==> config.mk <==
export PLATFORM = sky130hd
export DESIGN_NAME = hicore_agu
export DESIGN_NICKNAME = d
export VERILOG_FILES = /design/src/rtl/hicore_agu.sv
export SDC_FILE = /design/constraint.sdc
export NUM_CORES = 1
export LEC_CHECK = 0
export BUFFER_PORTS_ARGS = -buffer_cell sky130_fd_sc_hd__buf_4
export CORE_ASPECT_RATIO = 0.75
export CORE_MARGIN = 4
export CORE_UTILIZATION = 50
export CTS_CLUSTER_SIZE = 14
export DETAILED_ROUTE_END_ITERATION = 16
export GPL_TIMING_DRIVEN = 0
export PLACE_DENSITY = 0.74
export SYNTH_ARGS = -nofsm -noshare
export SYNTH_HDL_FRONTEND = slang
export SYNTH_SLANG_ARGS = --single-unit
==> constraint.sdc <==
create_clock -name clk -period 4.3 [get_ports clk]
set_input_delay 0.215 -clock clk [delete_from_list [all_inputs] [get_ports clk]]
set_output_delay 0.215 -clock clk [all_outputs]
set_load 0.005 [all_outputs]
==> src/rtl/hicore_agu.sv <==
// Address-generation stage: base+sext(imm), alignment check, store mask/data, 2-entry elastic buffer to the LSU.
// Latency: 1 cycle from issue accept to head of buffer. Backpressure: registered ready, low only when both entries are held.
// Flush empties the buffer and drops the op presented in the same cycle.
module hicore_agu #(
  parameter int ADDR_W   = 32,
  parameter int INFO_W   = 64,
  parameter int EXCP_W   = 16,
  parameter int LD_MIS_B = 4,
  parameter int ST_MIS_B = 6
) (
  input  logic                clk,
  input  logic                rst_n,
  input  logic                i_issue2agu_valid,
  output logic                i_issue2agu_ready,
  input  logic                i_issue2agu_cancel,
  input  logic                i_issue2agu_read,
  input  logic                i_issue2agu_unsigned,
  input  logic [1:0]          i_issue2agu_size,
  input  logic [ADDR_W-1:0]   i_issue2agu_base,
  input  logic [11:0]         i_issue2agu_imm,
  input  logic [ADDR_W-1:0]   i_issue2agu_sdata,
  input  logic [INFO_W-1:0]   i_issue2agu_info,
  output logic                o_agu2lsu_valid,
  input  logic                o_agu2lsu_ready,
  output logic                o_agu2lsu_cancel,
  output logic                o_agu2lsu_read,
  output logic                o_agu2lsu_unsigned,
  output logic                o_agu2lsu_word_access,
  output logic                o_agu2lsu_short_access,
  output logic                o_agu2lsu_byte_access,
  output logic [ADDR_W-1:0]   o_agu2lsu_addr,
  output logic [ADDR_W-1:0]   o_agu2lsu_wdata,
  output logic [ADDR_W/8-1:0] o_agu2lsu_wmask,
  output logic [INFO_W-1:0]   o_agu2lsu_info,
  input  logic                flush
);

  localparam int BW = ADDR_W / 8;

  typedef struct packed {
    logic              cancel;
    logic              read;
    logic              uns;
    logic              word_acc;
    logic              half_acc;
    logic              byte_acc;
    logic [ADDR_W-1:0] addr;
    logic [ADDR_W-1:0] wdata;
    logic [BW-1:0]     wmask;
    logic [INFO_W-1:0] info;
  } ent_t;

  logic [ADDR_W-1:0] addr_c;
  logic              is_byte, is_half, is_word, mis;
  logic [EXCP_W-1:0] excp_set;
  ent_t              ent_c;

  assign addr_c  = i_issue2agu_base + {{(ADDR_W-12){i_issue2agu_imm[11]}}, i_issue2agu_imm};
  assign is_byte = (i_issue2agu_size == 2'b00);
  assign is_half = (i_issue2agu_size == 2'b01);
  assign is_word = i_issue2agu_size[1];
  assign mis     = (is_half & addr_c[0]) | (is_word & (|addr_c[1:0]));

  always_comb begin
    excp_set           = '0;
    excp_set[LD_MIS_B] = mis & i_issue2agu_read;
    excp_set[ST_MIS_B] = mis & ~i_issue2agu_read;

    ent_c          = '0;
    ent_c.cancel   = i_issue2agu_cancel;
    ent_c.read     = i_issue2agu_read;
    ent_c.uns      = i_issue2agu_unsigned;
    ent_c.word_acc = is_word;
    ent_c.half_acc = is_half;
    ent_c.byte_acc = is_byte;
    ent_c.addr     = addr_c;
    ent_c.info     = i_issue2agu_info;
    ent_c.info[EXCP_W-1:0] = i_issue2agu_info[EXCP_W-1:0] | excp_set;

    if (is_byte)      ent_c.wdata = {BW{i_issue2agu_sdata[7:0]}};
    else if (is_half) ent_c.wdata = {(BW/2){i_issue2agu_sdata[15:0]}};
    else              ent_c.wdata = i_issue2agu_sdata;

    // Loads and misaligned accesses never enable any byte lane.
    if (i_issue2agu_read | mis) ent_c.wmask = '0;
    else if (is_byte)           ent_c.wmask = BW'(1) << addr_c[1:0];
    else if (is_half)           ent_c.wmask = BW'(3) << {addr_c[1], 1'b0};
    else                        ent_c.wmask = '1;
  end

  ent_t       mem [2];
  logic       wr_ptr, rd_ptr;
  logic [1:0] cnt, cnt_nxt;
  logic       rdy_q;
  logic       push, pop;

  assign push = i_issue2agu_valid & rdy_q & ~flush;
  assign pop  = (cnt != 2'd0) & ~flush & o_agu2lsu_ready;

  always_comb begin
    cnt_nxt = cnt;
    case ({push, pop})
      2'b10:   cnt_nxt = cnt + 2'd1;
      2'b01:   cnt_nxt = cnt - 2'd1;
      default: cnt_nxt = cnt;
    endcase
  end

  always_ff @(posedge clk or negedge rst_n) begin
    if (!rst_n) begin
      mem[0] <= '0;
      mem[1] <= '0;
      wr_ptr <= 1'b0;
      rd_ptr <= 1'b0;
      cnt    <= 2'd0;
      rdy_q  <= 1'b1;
    end else if (flush) begin
      wr_ptr <= 1'b0;
      rd_ptr <= 1'b0;
      cnt    <= 2'd0;
      rdy_q  <= 1'b1;
    end else begin
      if (push) begin
        mem[wr_ptr] <= ent_c;
        wr_ptr      <= ~wr_ptr;
      end
      if (pop) rd_ptr <= ~rd_ptr;
      cnt   <= cnt_nxt;
      rdy_q <= (cnt_nxt != 2'd2);
    end
  end

  // Ready comes straight from a flop so the LSU's ready never reaches issue.
  assign i_issue2agu_ready      = rdy_q;
  assign o_agu2lsu_valid        = (cnt != 2'd0) & ~flush;
  assign o_agu2lsu_cancel       = mem[rd_ptr].cancel;
  assign o_agu2lsu_read         = mem[rd_ptr].read;
  assign o_agu2lsu_unsigned     = mem[rd_ptr].uns;
  assign o_agu2lsu_word_access  = mem[rd_ptr].word_acc;
  assign o_agu2lsu_short_access = mem[rd_ptr].half_acc;
  assign o_agu2lsu_byte_access  = mem[rd_ptr].byte_acc;
  assign o_agu2lsu_addr         = mem[rd_ptr].addr;
  assign o_agu2lsu_wdata        = mem[rd_ptr].wdata;
  assign o_agu2lsu_wmask        = mem[rd_ptr].wmask;
  assign o_agu2lsu_info         = mem[rd_ptr].info;

endmodule

==> results.md, run 1 <==
* First-pass detailed-route iteration total at 5
* Crit path required time at 4090 ps
* Worst r2r src: i_issue2agu_ready
* Synth top area cells: dfrtp_1 (49%), nand2_1 (16%), mux2_2 (11%)
* Post-synthesis cell type count at 60
* Grt total ovfl at 0
* Register bit total from synthesis at 281
* Count of final max-slew check failures at 0
* Max Cap Violations at 0
* Crit start category: flip-flop
* Tightest Pin Transition at 795 ps
* Largest net degree at the start of global routing at 127
* Routed WL at 45.3 mm
* Largest area contributor in the netlist: dfrtp_1
* Cells after Synth at 1589
* CP Max Fanout at 10
* Mean post-synth cell area at 9.05 sq um
* # IOs at 290
* Synth Cell Area at 0.0144 sq mm
* Initial Util at 0.510
* WHS at 10.0 ps
* LEAKAGE at 0.00947 uW
* Synth top area share at 0.487
* Maximum VDD drop at 0.000259 V
* CTS Root Cell: clkbuf_16
* Worst path arrival time at 3010 ps
* Die area at 0.0316 sq mm
* # resized after CTS at 0
* Core Area at 0.0282 sq mm
* Routed vias/inst at 5.37
* FMAX at 310 MHz
* Final GP Congestion at 0.921
* Crit Path Category: flip-flop to primary output
* Vias in the first global route at 13.3k
* Hold Vio Cnt, Final at 0
* Die Y at 155 microns
* Post-synth top cells: nand2_1 (600), dfrtp_1 (280), mux2_2 (140), o21ai_0 (127), clkbuf_1 (72)
* Fillers at 2206
* Antenna-violating nets left at 0
* Clock transition at the registers of the reported paths at 60 ps
* R2R depth at 6
* Final setup fails at 0
* Power Dens Cells at 492 mW/mm^2
* Status: finished clean
* DP Cell Count at 2263
* Setup_tns at 0 ps
* Clock latency on the worst-skew pair at 560 ps
* Final period utilization at 0.751
* Routed WL per cell at 18.8 microns
* Cell area after layout at 0.0191 sq mm
* Hold_sp: flush
* Sequential fraction of the synthesis area at 0.489
* Dpl hpwl at 31.7 mm
* TritonCTS buffer count at 29
* Setup Fix Bufs, Post-CTS at 0
* Vias post-DR at 13.0k
* CTS H-tree lvls at 1
* Fin nets at 2189
* Post-CTS Hold Buffers at 97
* EDFF count, synth at 0
* Setup ws final at 1070 ps
* Final worst path period need at 3230 ps
* CTS sink cnt at 281
* IO buf count at 287
* Final Skew at 19.4 ps
* Synth async-reset ratio at 1.00
* Hold WC Path Type: input pin to flip-flop
* Area Overhead vs Synth at 32.7%
* DRT iter0 DRCs at 810
* Crit. Startpoint: rd_ptr
* Max transition margin at 0.470
* YS warnings at 0
* Total GRT Usage at 0.281
* Worst setup EP type: primary output
* Num rows at 53
* Most frequent cell after synthesis: nand2_1
* Post-Layout Cell Count at 2416
* Chip width at 204 microns
* Dpl ws at 1450 ps
* Placed Area at 0.0171 sq mm
* Hold Crit Depth at 2
* Share of layout cells above drive strength 1 at 0.252
* RSZ-0062 raised after global routing: no
* Syn_nets at 1772
* CTS tree: done
* DRC viols at 0
* Main synth FF type: dfrtp_1
* CTS Buffer Depth at 3
* Global-route wire length before repair at 71.8 mm
* Antenna violations before repair at 2
==> final timing paths <==
path,end,slack (ps)
worst min register to register,mem[9],470
min in group asynchronous,mem[14],130
worst max register to register,mem[267],1540
max in group asynchronous,mem[107],3240
worst max-delay path,o_agu2lsu_addr[30],1070
worst min-delay path,cnt[0],10
==> cells in the final DEF, fill, tap and decap left out, types with 28 or more instances in the layout <==
cell type | synthesis | routed
buf_4 | 0 | 286
dfrtp_1 | 280 | 280
a21oi_1 | 46 | 46
o21ai_0 | 127 | 127
mux2i_1 | 28 | 28
nor2_1 | 39 | 39
ha_1 | 32 | 32
clkbuf_1 | 72 | 76
dlygate4sd3_1 | 0 | 97
clkbuf_16 | 0 | 29
mux2_2 | 140 | 140
nand2_1 | 600 | 600
==> state kept, by name, summed over array words and instances, names as in the netlist <==
register / cells
rd_ptr: 1
mem: 276
i_issue2agu_ready: 1
wr_ptr: 1
cnt: 2
==> report_power, final <==
part / leakage (uW) / total [uW] / switching (uW) / internal (uW)
clock: 0.000514 / 2660 / 1060 / 1590
sequential: 0.00352 / 3850 / 408 / 3440
combinational: 0.00544 / 2890 / 1440 / 1440
==> final cells by class <==
type / instances / area (sq um) / share of cell area
Sequential cell: 281 / 7030 / 0.369
Multi-Input combinational cell: 1195 / 6910 / 0.362
Timing Repair Buffer: 386 / 3190 / 0.167
Clock buffer: 43 / 878 / 0.0460
Tap cell: 385 / 482 / 0.0252
Buffer: 96 / 379 / 0.0199
Clock inverter: 11 / 145 / 0.00761
Inverter: 17 / 63.8 / 0.00334
Antenna cell: 2 / 5.00 / 0.000262
==> routing by layer <==
layer | GRT usage | vias up | routed length [microns]
li1 | - | 6154 | -
met1 | 0.407 | 6299 | 20400
met2 | 0.445 | 437 | 20600
met3 | 0.0425 | 93 | 2820
met4 | 0.0819 | 0 | 1510
met5 | 0 | - | 0
==> cells by family (layout without fill, tap and decap cells) <==
logic type | count (synthesis) | in the layout | share of synthesized area
flip-flops | 281 | 281 | 0.489
AND/OR/NAND/NOR | 717 | 717 | 0.199
adder cells (fa/ha/maj) | 33 | 33 | 0.0292
other | 0 | 2 | 0
buffers and inverters | 113 | 553 | 0.0308
XOR/XNOR | 28 | 28 | 0.0171
multiplexers | 169 | 169 | 0.130
AO/OA/AOI/OAI | 248 | 248 | 0.105
==> critical path: stages, from the launching register on <==
cell	delay [ps]
dfrtp_1	320
clkbuf_1	260
clkbuf_1	590
clkbuf_1	660
mux2_2	460
buf_4	150
==> metrics by stage <==
stage	util	total power (uW)
6_report	0.677	9390
5_1_grt	0.677	9930
4_1_cts	0.677	9410
3_5_place_dp	0.606	6650
3_3_place_gp	0.604	6530
2_1_floorplan	-	5290
(Power assumes the default switching activity.)
==> run 2: changes to the inputs <==
==> constraint.sdc (replaced) <==
create_clock -name clk -period 3.13 [get_ports clk]
set_input_delay 0.1565 -clock clk [delete_from_list [all_inputs] [get_ports clk]]
set_output_delay 0.1565 -clock clk [all_outputs]
set_load 0.005 [all_outputs]
==> results.md, run 2 (synthesis gave the netlist of run 1 again) <==
* Status: finished clean (unchanged)
* Crit Path Category: flip-flop to primary output (unchanged)
* Crit path required time at 2970 ps (was 4090 ps)
* Chip width at 204 microns (unchanged)
* Share of layout cells above drive strength 1 at 0.252 (about the same)
* Count of final max-slew check failures at 0 (unchanged)
* FMAX at 341 MHz
* Worst r2r src: i_issue2agu_ready (unchanged)
* # IOs at 290 (unchanged)
* Hold Vio Cnt, Final at 0 (unchanged)
* Top Registers: mem: 276 flops, cnt: 2 flops (unchanged)
* First-pass detailed-route iteration total at 5 (unchanged)
* Most frequent cells in the layout: nand2_1 (600), buf_4 (286), dfrtp_1 (280), mux2_2 (140), o21ai_0 (127) (unchanged)
* DRC viols at 0 (unchanged)
* Maximum VDD drop at 0.000357 V (was 0.000259 V)
* Biggest register: mem (unchanged)
* Reg-to-reg endpoint: mem[267] (unchanged)
* Worst path arrival time at 2770 ps (was 3010 ps)
* Power Dens Cells at 675 mW/mm^2 (was 492 mW/mm^2)
* Fin nets at 2194 (was 2189)
* CTS tree: done (unchanged)
* Setup Fix Bufs, Post-CTS at 0 (unchanged)
* Placed Area at 0.0171 sq mm (unchanged)
* WHS at 67.3 ps (was 10.0 ps)
* Clock transition at the registers of the reported paths at 60 ps (about the same)
* Hold WC Path Type: input pin to async pin (was input pin to flip-flop)
* Most common cell after layout, fill and taps aside: nand2_1 (unchanged)
* TritonCTS buffer count at 29 (unchanged)
* Vias post-DR at 13.0k (about the same)
* CTS Root Cell: clkbuf_16 (unchanged)
* Routed WL at 45.4 mm (was 45.3 mm)
* Area Overhead vs Synth at 33.0% (was 32.7%)
* Core Area at 0.0282 sq mm (unchanged)
* Routed vias/inst at 5.36 (was 5.37)
* CTS H-tree lvls at 1 (unchanged)
* Total GRT Usage at 0.282 (was 0.281)
* Die Y at 155 microns (unchanged)
* Max Cap Violations at 0 (unchanged)
* CP Max Fanout at 10 (unchanged)
* LEAKAGE at 0.00950 uW (was 0.00947 uW)
* Num rows at 53 (unchanged)
* Grt total ovfl at 0 (unchanged)
* CTS sink cnt at 281 (unchanged)
* IO buf count at 287 (unchanged)
* Clock latency on the worst-skew pair at 560 ps (about the same)
* Final setup fails at 0 (unchanged)
* Final period utilization at 0.936
* Max transition margin at 0.460 (was 0.470)
* Antenna violations before repair at 2 (unchanged)
* Crit. Startpoint: rd_ptr (unchanged)
* Crit start category: flip-flop (unchanged)
* Worst setup EP type: primary output (unchanged)
* Final worst path period need at 2930 ps
* Largest net degree at the start of global routing at 127 (unchanged)
* Die area at 0.0316 sq mm (unchanged)
* Dpl hpwl at 31.7 mm (unchanged)
* Cell area after layout at 0.0191 sq mm (about the same)
* Final Skew at 18.6 ps (was 19.4 ps)
* R2R depth at 6 (unchanged)
* R2r setup slk at 360 ps (was 1540 ps)
* Tightest Pin Transition at 810 ps (was 795 ps)
* Routed WL per cell at 18.7 microns (was 18.8 microns)
* DRT iter0 DRCs at 826 (was 810)
* Final GP Congestion at 0.921 (unchanged)
* Global-route wire length before repair at 71.9 mm (was 71.8 mm)
* CTS Buffer Depth at 3 (unchanged)
* Antenna-violating nets left at 0 (unchanged)
* RSZ-0062 raised after global routing: no (unchanged)
* Initial Util at 0.510 (unchanged)
* Vias in the first global route at 13.3k (about the same)
* Max FFs per register at 276 (unchanged)
-- run 2: changes by cell type in the layout (fill, tap and decap cells not counted) --
cell | before | now
dlygate4sd3_1 | 97 | 102
clkbuf_1 | 76 | 74
clkbuf_2 | 0 | 2
-- run 2: report_power, final --
part	internal, uW	switching, uW	total [uW]
sequential	4720	561	5280
combinational	1990	1990	3970
clock	2190	1460	3650
total	8900	4010	12900
-- run 2: layout make-up --
type,instances,area (sq um)
tap,385,482
sequential,281,7030
fill,2197,9050
buffer,96,382
clock buffer,43,878
timing repair buffer,391,3240
clock inverter,11,145
multi-input combinational,1195,6910
inverter,17,63.8
antenna,2,5.00
-- run 2: what timing repair did --
action,in CTS,in global routing
hold buffers,102,0
endpoints found under the setup margin,27,0
gates resized for setup,2,0
hold endpoints to repair,486,0
-- run 2: worst max path at each step --
stage                               to  slack [ps]
global route                  mem[256]          70
global placement              mem[246]        -500
finish              o_agu2lsu_addr[23]         200
CTS                 o_agu2lsu_addr[23]         180
detailed placement            mem[267]         280
floorplan                     mem[130]         960
-- run 2: worst max-delay path: stages (launching register included) --
cell	delay, ps
dfrtp_1	320
clkbuf_1	260
clkbuf_2	380
clkbuf_1	650
mux2_2	450
buf_4	150
-- run 2: routing by layer --
layer | up-vias | wire (microns) | global-route usage
met5 | - | 0 | 0
met4 | 0 | 1550 | 0.0822
met3 | 101 | 3150 | 0.0444
met2 | 479 | 20500 | 0.445
met1 | 6246 | 20200 | 0.406
li1 | 6161 | - | -
-- run 2: stage by stage --
step	utilization	power (uW)	setup WS (ps)	TNS, ps	cells
after CTS	0.679	12900	185	0	2419
after detailed placement	0.606	9130	280	0	2263
after global routing	0.679	13600	71.7	0	2421
after floorplan	-	7260	959	0	1589
after global placement	0.604	8970	-496	-132520	2261
final	0.679	12900	200	0	2421
==> run 3: changes to the inputs <==
--- a/config.mk
+++ b/config.mk
@@ -8,11 +8,11 @@
 export BUFFER_PORTS_ARGS = -buffer_cell sky130_fd_sc_hd__buf_4
 export CORE_ASPECT_RATIO = 0.75
 export CORE_MARGIN = 4
-export CORE_UTILIZATION = 50
+export CORE_UTILIZATION = 55
 export CTS_CLUSTER_SIZE = 14
 export DETAILED_ROUTE_END_ITERATION = 16
 export GPL_TIMING_DRIVEN = 0
-export PLACE_DENSITY = 0.74
+export PLACE_DENSITY = 0.8
 export SYNTH_ARGS = -nofsm -noshare
 export SYNTH_HDL_FRONTEND = slang
 export SYNTH_SLANG_ARGS = --single-unit
==> results.md, run 3 (synthesis gave the netlist of run 1 again) <==
* CTS Buffer Depth at 3 (unchanged)
* R2R depth at 8 (was 6)
* Dpl hpwl at 31.4 mm (was 31.7 mm)
* Power Dens Cells at 674 mW/mm^2 (was 675 mW/mm^2)
* Final Skew at 25.5 ps (was 18.6 ps)
* Placed Area at 0.0170 sq mm (was 0.0171 sq mm)
* CTS Root Cell: clkbuf_16 (unchanged)
* Max FFs per register at 276 (unchanged)
* Final GP Congestion at 0.902 (was 0.921)
* Final setup fails at 0 (unchanged)
* Worst path arrival time at 2850 ps (was 2770 ps)
* Num rows at 50 (was 53)
* Routed vias/inst at 5.59 (was 5.36)
* Routed WL at 44.7 mm (was 45.4 mm)
* Top Registers: mem: 276 flops, cnt: 2 flops (unchanged)
* Sw Share at 0.311 (about the same)
* Worst setup EP type: primary output (unchanged)
* Internal power at 8830 uW (was 8900 uW)
* Final worst path period need at 3010 ps (was 2930 ps)
* Total GRT Usage at 0.303 (was 0.282)
* CTS H-tree lvls at 1 (unchanged)
* Share of layout cells above drive strength 1 at 0.251 (was 0.252)
* Max transition margin at 0.478 (was 0.460)
* Die Y at 148 microns (was 155 microns)
* DRC viols at 0 (unchanged)
* LEAKAGE at 0.00946 uW (was 0.00950 uW)
* Worst Hold Path EP: wr_ptr
* CTS sink cnt at 281 (unchanged)
* Initial Util at 0.568 (was 0.510)
* # IOs at 290 (unchanged)
* Crit start category: flip-flop (unchanged)
* Area Overhead vs Synth at 32.3% (was 33.0%)
* IO buf count at 287 (unchanged)
* Tightest Pin Transition at 782 ps (was 810 ps)
* Crit Path Category: flip-flop to primary output (unchanged)
* TritonCTS buffer count at 28 (was 29)
* Biggest register: mem (unchanged)
* Global-route wire length before repair at 71.4 mm (was 71.9 mm)
* Clock latency on the worst-skew pair at 550 ps (was 560 ps)
* Chip width at 195 microns (was 204 microns)
* Antenna-violating nets left at 0 (unchanged)
* Hold Crit Depth at 4
* Combinational power share at 0.311 (was 0.308)
* Sequential share of power at 0.413 (was 0.409)
* Largest net degree at the start of global routing at 117 (was 127)
* Antenna violations before repair at 1 (was 2)
* CTS tree: done (unchanged)
* Hold_sp: i_issue2agu_valid
* P_sw at 3990 uW (was 4010 uW)
* R2r setup slk at 490 ps (was 360 ps)
* RSZ-0062 raised after global routing: no (unchanged)
* Routed WL per cell at 18.9 microns (was 18.7 microns)
* Count of final max-slew check failures at 0 (unchanged)
* Final Util at 0.751 (was 0.679)
* Most common cell after layout, fill and taps aside: nand2_1 (unchanged)
* Clock transition at the registers of the reported paths at 60 ps (about the same)
* Worst r2r src: i_issue2agu_ready (unchanged)
* Status: finished clean (unchanged)
* Fin nets at 2193 (was 2194)
* Most frequent cells in the layout: nand2_1 (600), buf_4 (286), dfrtp_1 (280), mux2_2 (140), o21ai_0 (127) (unchanged)
* WHS at 73.7 ps (was 67.3 ps)
* Max Cap Violations at 0 (unchanged)
* Fillers at 1730 (was 2197)
* Clock power frac at 0.275 (was 0.283)
* Cell area after layout at 0.0190 sq mm (was 0.0191 sq mm)
* Maximum VDD drop at 0.000511 V (was 0.000357 V)
* Hold Vio Cnt, Final at 0 (unchanged)
* Core Area at 0.0253 sq mm (was 0.0282 sq mm)
* Hold WC Path Type: input pin to flip-flop (was input pin to async pin)
* Reg-to-reg endpoint: mem[126] (was mem[267])
* Grt total ovfl at 0 (unchanged)
* Crit path required time at 2970 ps (about the same)
* Vias in the first global route at 13.4k (was 13.3k)
* Vias post-DR at 13.3k (was 13.0k)
* Final period utilization at 0.961 (was 0.936)
* CP Max Fanout at 10 (unchanged)
* Die area at 0.0288 sq mm (was 0.0316 sq mm)
* First-pass detailed-route iteration total at 5 (unchanged)
* DRT iter0 DRCs at 926 (was 826)
* FMAX at 332 MHz (was 341 MHz)
==> run 3: cell type report <==
cell class | count | area [sq um] | area share
Antenna cell | 1 | 2.50 | 0.000132
Multi-Input combinational cell | 1195 | 6910 | 0.363
Sequential cell | 281 | 7030 | 0.370
Inverter | 17 | 63.8 | 0.00335
Buffer | 96 | 383 | 0.0201
Clock inverter | 12 | 176 | 0.00927
Timing Repair Buffer | 391 | 3240 | 0.170
Clock buffer | 39 | 802 | 0.0422
Tap cell | 338 | 423 | 0.0222
==> run 3: worst max path at each step <==
| stage | start | endpoint | depth (start not counted) |
|---|---|---|---|
| 6_report | rd_ptr | o_agu2lsu_info[47] | 5 |
| 5_1_grt | rd_ptr | o_agu2lsu_info[54] | 5 |
| 4_1_cts | rd_ptr | o_agu2lsu_addr[28] | 5 |
| 3_5_place_dp | i_issue2agu_base[0] | mem[266] | 11 |
| 3_3_place_gp | rst_n | mem[183] | 1 |
| 2_1_floorplan | i_issue2agu_base[0] | mem[130] | 10 |
==> run 3: metal layers <==
metal	vias to the layer above	GRT usage	share of wire
met5	-	0	0
met2	565	0.486	0.47
met1	6416	0.426	0.43
li1	6158	-	-
met3	114	0.0485	0.071
met4	0	0.0991	0.035
==> run 3: critical path, cell delays in order, from the launching register on <==
cell      delay [ps]
dfrtp_1          320
clkbuf_1         260
clkbuf_1         570
clkbuf_1         600
mux2_2           420
buf_4            140
==> run 3: per-stage QoR <==
| step | total power (uW) | std cells | worst slack [ps] | setup TNS [ps] |
|---|---|---|---|---|
| 3_5_place_dp | 9140 | 2216 | 426 | 0 |
| 6_report | 12800 | 2370 | 121 | 0 |
| 5_1_grt | 13600 | 2370 | 19.6 | 0 |
| 4_1_cts | 12800 | 2369 | 38.2 | 0 |
| 3_3_place_gp | 8950 | 2214 | -442 | -111950 |
| 2_1_floorplan | 7260 | 1589 | 959 | 0 |
==> run 3: timing repair <==
item	in CTS	in global routing
setup endpoints to repair	0	24
gates resized for setup	0	6
buffers inserted	0	0
hold buffers	102	0
hold endpoints to repair	276	0
==> run 3: power by group through the flow <==
stage	registers, uW	clock network [uW]	logic [uW]
6_report	5300	3530	3990
3_5_place_dp	5330	0	3810
2_1_floorplan	5150	0	2110
5_1_grt	5430	3730	4400
3_3_place_gp	5250	0	3700
4_1_cts	5280	3580	3960
